`src/rtl/pipeline_hazard_ctrl.sv`:
```
// Stall/flush sequencer for the 5-stage pipeline: load-use bubbles, MEM-stage branch flush, data-memory freeze.
// Optional saturating performance counters are built when HAZ_PERF_CNT_EN is defined.
module pipeline_hazard_ctrl #(
  parameter int unsigned REG_W          = 5,
  parameter int unsigned LOAD_STALL_CYC = 1,
  parameter int unsigned MEM_TIMEOUT    = 16,
  parameter int unsigned CNT_W          = 8
) (
  input  logic             clk,
  input  logic             rst,
  input  logic [REG_W-1:0] id_rs1,
  input  logic [REG_W-1:0] id_rs2,
  input  logic             id_use_rs1,
  input  logic             id_use_rs2,
  input  logic [REG_W-1:0] ex_rd,
  input  logic             ex_mRead,
  input  logic             mem_br_taken,
  input  logic             dmem_req,
  input  logic             dmem_ready,
  output logic             pc_en,
  output logic             ifid_en,
  output logic             idex_en,
  output logic             exmem_en,
  output logic             memwb_en,
  output logic             ifid_flush,
  output logic             idex_flush,
  output logic             exmem_flush,
  output logic [1:0]       state_o,
  output logic             mem_err
`ifdef HAZ_PERF_CNT_EN
  ,
  output logic [31:0]      stall_cnt,
  output logic [31:0]      flush_cnt,
  output logic [31:0]      wait_cnt
`endif
);

  typedef enum logic [1:0] {
    ST_RUN     = 2'd0,
    ST_LDSTALL = 2'd1,
    ST_MWAIT   = 2'd2
  } state_t;

  localparam logic [CNT_W-1:0] TMO_LIM    = CNT_W'(MEM_TIMEOUT);
  localparam logic [CNT_W-1:0] LD_RELOAD  = CNT_W'(LOAD_STALL_CYC - 1);
  localparam logic             LD_MULTI   = (LOAD_STALL_CYC > 1);

  state_t           state, state_nxt;
  logic [CNT_W-1:0] ld_cnt, ld_nxt;
  logic [CNT_W-1:0] tmo_cnt, tmo_nxt;
  logic             err_nxt;
  logic             hz, freeze, resume_ld;

  assign hz = ex_mRead && (ex_rd != '0) &&
              ((id_use_rs1 && (id_rs1 == ex_rd)) || (id_use_rs2 && (id_rs2 == ex_rd)));
  assign freeze = dmem_req && !dmem_ready;
  // A load-use stall interrupted by a freeze keeps its remaining count and resumes on exit.
  assign resume_ld = (state == ST_LDSTALL) || ((state == ST_MWAIT) && (ld_cnt != '0));
  assign state_o = 2'(state);

  always_ff @(posedge clk or posedge rst) begin
    if (rst) begin
      state   <= ST_RUN;
      ld_cnt  <= '0;
      tmo_cnt <= '0;
      mem_err <= 1'b0;
    end else begin
      state   <= state_nxt;
      ld_cnt  <= ld_nxt;
      tmo_cnt <= tmo_nxt;
      mem_err <= err_nxt;
    end
  end

  // Next state and enable/flush decode; priority is reset > freeze > branch > load-use.
  always_comb begin
    state_nxt   = state;
    ld_nxt      = ld_cnt;
    tmo_nxt     = tmo_cnt;
    err_nxt     = mem_err;
    pc_en       = 1'b0;
    ifid_en     = 1'b0;
    idex_en     = 1'b0;
    exmem_en    = 1'b0;
    memwb_en    = 1'b0;
    ifid_flush  = 1'b0;
    idex_flush  = 1'b0;
    exmem_flush = 1'b0;
    if (rst) begin
      ifid_flush  = 1'b1;
      idex_flush  = 1'b1;
      exmem_flush = 1'b1;
      state_nxt   = ST_RUN;
      ld_nxt      = '0;
      tmo_nxt     = '0;
      err_nxt     = 1'b0;
    end else if (freeze) begin
      state_nxt = ST_MWAIT;
      tmo_nxt   = (tmo_cnt == '1) ? tmo_cnt : tmo_cnt + CNT_W'(1);
      if (tmo_nxt >= TMO_LIM) err_nxt = 1'b1;
    end else begin
      tmo_nxt = '0;
      if (mem_br_taken) begin
        pc_en       = 1'b1;
        ifid_flush  = 1'b1;
        idex_flush  = 1'b1;
        exmem_flush = 1'b1;
        memwb_en    = 1'b1;
        state_nxt   = ST_RUN;
        ld_nxt      = '0;
      end else if (resume_ld || hz) begin
        idex_flush = 1'b1;
        exmem_en   = 1'b1;
        memwb_en   = 1'b1;
        if (resume_ld) begin
          ld_nxt    = (ld_cnt > CNT_W'(1)) ? ld_cnt - CNT_W'(1) : '0;
          state_nxt = (ld_cnt > CNT_W'(1)) ? ST_LDSTALL : ST_RUN;
        end else if (LD_MULTI) begin
          ld_nxt    = LD_RELOAD;
          state_nxt = ST_LDSTALL;
        end else begin
          state_nxt = ST_RUN;
        end
      end else begin
        pc_en     = 1'b1;
        ifid_en   = 1'b1;
        idex_en   = 1'b1;
        exmem_en  = 1'b1;
        memwb_en  = 1'b1;
        state_nxt = ST_RUN;
      end
    end
  end

`ifdef HAZ_PERF_CNT_EN
  logic stall_ev, flush_ev, wait_ev;

  assign wait_ev  = freeze;
  assign flush_ev = !freeze && mem_br_taken;
  assign stall_ev = !freeze && !mem_br_taken && (resume_ld || hz);

  // Saturating event counters.
  always_ff @(posedge clk or posedge rst) begin
    if (rst) begin
      stall_cnt <= '0;
      flush_cnt <= '0;
      wait_cnt  <= '0;
    end else begin
      if (stall_ev && (stall_cnt != '1)) stall_cnt <= stall_cnt + 32'd1;
      if (flush_ev && (flush_cnt != '1)) flush_cnt <= flush_cnt + 32'd1;
      if (wait_ev && (wait_cnt != '1))   wait_cnt  <= wait_cnt + 32'd1;
    end
  end
`endif

endmodule
```
`config.mk`:
```
export PLATFORM = sky130hd
export DESIGN_NAME = pipeline_hazard_ctrl
export DESIGN_NICKNAME = d
export VERILOG_FILES = /design/src/rtl/pipeline_hazard_ctrl.sv
export SDC_FILE = /design/constraint.sdc
export NUM_CORES = 1
export LEC_CHECK = 0
export CORE_UTILIZATION = 48
export CTS_CLUSTER_SIZE = 25
export DETAILED_ROUTE_END_ITERATION = 6
export PLACE_DENSITY = 0.9
export RECOVER_POWER = 50
export SLEW_MARGIN = 10
export SYNTH_ARGS = -nofsm -noshare
export SYNTH_HDL_FRONTEND = slang
export SYNTH_SLANG_ARGS = --single-unit
```
`constraint.sdc`:
```
create_clock -name clk -period 2.5 [get_ports clk]
set_input_delay 0.5 -clock clk [delete_from_list [all_inputs] [get_ports clk]]
set_output_delay 0.5 -clock clk [all_outputs]
set_load 0.01 [all_outputs]
```
==> metrics.csv <==
metric,value,unit
Syn Inst Count,136,
area occupied by multi-input gates,770.7,µm²
RSZ-0062 raised after global routing,yes,
Final Max Tran Viols,0,
I/O pin total,34,
core area,2500,µm²
Max Fclk,380.4,MHz
First-pass DRT Iterations,4,
layout cells sized above 1,0.2475,
most frequent cells in the layout,"buf_4 (28), clkdlybuf4s50_1 (23), dfrtp_1 (19)",
PnR worst setup slack,-0.1290,ns
CP arrival,2.13,ns
failing checks,negative setup slack,
"commonest non-fill, non-tap cell in the layout",buf_4,
vias per std cell,5.811,
Area growth syn-to-layout,45.56,%
DRC,0,
Crit Path Class,flip-flop to output pin,
RD Place Congestion,0.9032,
largest net degree at the start of global routing,21,
Synth Cell Area,1282,µm²
#FFs+latches synth,19,
CP startpoint kind,flip-flop,
# diodes,0,
Hold Buf Count CTS,0,
status,"finished, violations left",
Slew HR,0.3181,
setup violators final,6,
minimum clock period,2.629,ns
DRT iter0 DRCs,29,
CTS Buffer Depth,2,
Netlist cell types,43,
Worst Max-Slew Pin Slew,1.023,ns
sequential area share after synthesis,0.3707,
row count,18,
endpoints failing hold,0,
vias in the first global route,1367,
TNS Setup,-0.4802,ns
IO Port Bufs,33,
syn_nets,162,
total routed wirelength,3.359,mm
Hold Slack,0.5375,ns
PwrDens,566.5,nW/µm²
pre-CTS WS,-0.5374,ns
DP Wirelength,2.590,mm
DIE AREA,2883,µm²
Routed Antenna Nets,0,
GRT Util Overall,0.2525,
clk_lat worst skew,0.29,ns
H-Tree Depth,1,
Overflow after GRT,0,
Clock transition at path regs,0.11,ns
CP Max Fanout,4,
TritonCTS buffer count,3,
syn_area_per_cell,9.430,µm²
Root Buffer,clkbuf_4,
first-pass GRT wire length,5.319,mm
worst vdd ir,0.0005160,V
Final nets,225,
Hold Path Class,flip-flop to flip-flop,
YS warnings,0,
Reg area,475.5,µm²
starting density of the core,0.5130,
vias after detailed routing,1325,
CTS tree,built,
cell leakage power,0.8632,nW
period utilization,1.052,
die span in x,53.69,µm
Die Height,53.69,µm
routed len/inst,14.73,µm
CP endpoint kind,output pin,
Layout Skew,0.007237,ns
maxcap violations,0,
CTS Sinks,19,
initial antenna violation count,0,
CP required,2.00,ns
Layout fillers,175,
[stage by stage]
stage	cell area [µm²]	instances	power, mW	util
2_1_floorplan	1282	136	0.6431	-
3_3_place_gp	1812	219	0.8425	0.7247
3_5_place_dp	1812	219	0.8578	0.7247
4_1_cts	1847	227	1.035	0.7387
5_1_grt	1867	228	1.120	0.7467
6_report	1867	228	1.057	0.7467
[cell families (layout without fill, tap and decap cells)]
group | count (synthesis) | after routing | synth area share
XOR/XNOR | 12 | 12 | 0.08195
AND/OR/NAND/NOR | 49 | 49 | 0.2000
buffers and inverters | 14 | 76 | 0.04682
multiplexers | 3 | 3 | 0.02439
AO/OA/AOI/OAI | 36 | 36 | 0.2468
adder cells (fa/ha/maj) | 3 | 3 | 0.02927
flip-flops | 19 | 19 | 0.3707
[layer usage]
metal  wire length (µm)  share of wire  track usage  vias up
met5                  0              0            0        -
met2               1802           0.54       0.4959       57
met1               1268           0.38       0.2504      626
met4                 43          0.013       0.1009        0
met3                245          0.073      0.05367        8
li1                   -              -            -      634
[where the power goes]
part / internal (mW) / leakage [nW] / switching (mW)
combinational: 0.293 / 0.584 / 0.257
clock: 0.0595 / 0.0177 / 0.0939
sequential: 0.335 / 0.261 / 0.0196
[cell usage after synthesis]
library cell   n  area [µm²]
dfrtp_1       19       475.5
nor2_1        13       48.80
xnor2_1       10       87.58
inv_1          9       33.78
nand2_1        7       26.28
o221ai_1       5       43.79
nand4_1        4       25.02
nor3_1         4       20.02
o21ai_0        4       20.02
a31oi_1        3       18.77
clkbuf_1       3       11.26
ha_1           3       37.54
nand2b_1       3       18.77
nand3_1        3       15.01
o2bb2ai_1      3       26.28
or2_2          3       18.77
or4_1          3       22.52
a211o_1        2       17.52
a21oi_1        2       10.01
a22o_1         2       17.52
and3_1         2       12.51
buf_4          2       15.01
mux2i_1        2       20.02
nor4_1         2       12.51
o21a_1         2       15.01
o41ai_4        2       55.05
or3_1          2       12.51
xor2_1         2       17.52
a2111oi_1      1       10.01
a211oi_1       1       7.510
a21o_1         1       7.510
a21oi_2        1       8.760
a32o_1         1       10.01
mux2_1         1       11.26
nor2_2         1       6.260
nor2b_1        1       6.260
o211a_1        1       10.01
o21ai_1        1       5.000
o21bai_1       1       7.510
o22ai_1        1       6.260
o31a_1         1       8.760
o41a_1         1       11.26
or4_4          1       11.26
[state kept, by name, summed over array words and instances, names as in the netlist]
signal / count
mem_err: 1
ld_cnt: 8
tmo_cnt: 8
state_o: 2
[cell type report]
type	count	area share
Sequential cell	19	0.2547
Clock inverter	1	0.002681
Multi-Input combinational cell	103	0.4129
Clock buffer	3	0.01206
Tap cell	30	0.02011
Timing Repair Buffer	63	0.2795
Inverter	9	0.01810
[worst paths after layout]
kind	end	slack, ns	from	depth (start not counted)
setup / recovery	idex_flush	-0.13	ld_cnt[6]$_DFFE_PP0P_	6
hold / removal	tmo_cnt[6]$_DFF_PP0_	0.54	tmo_cnt[6]$_DFF_PP0_	1
setup reg to reg	ld_cnt[6]$_DFFE_PP0P_	0.24	ld_cnt[6]$_DFFE_PP0P_	6
hold reg to reg	tmo_cnt[6]$_DFF_PP0_	0.54	tmo_cnt[6]$_DFF_PP0_	1
max in group asynchronous	mem_err$_DFFE_PP0P_	0.73	rst	4
min in group asynchronous	tmo_cnt[3]$_DFF_PP0_	1.16	rst	4
[worst max-delay path: stages (launching register included)]
cell,delay (ns)
dfrtp_1,0.40
or4_4,0.58
o41ai_4,0.30
buf_4,0.19
nand2_2,0.05
o21a_1,0.18
buf_2,0.13
[timing repair]
item	in CTS	in global routing
setup buffers	4	1
gates resized for setup	22	5
setup endpoints to repair	6	5
pin swaps	7	0
(Power assumes the default switching activity.)
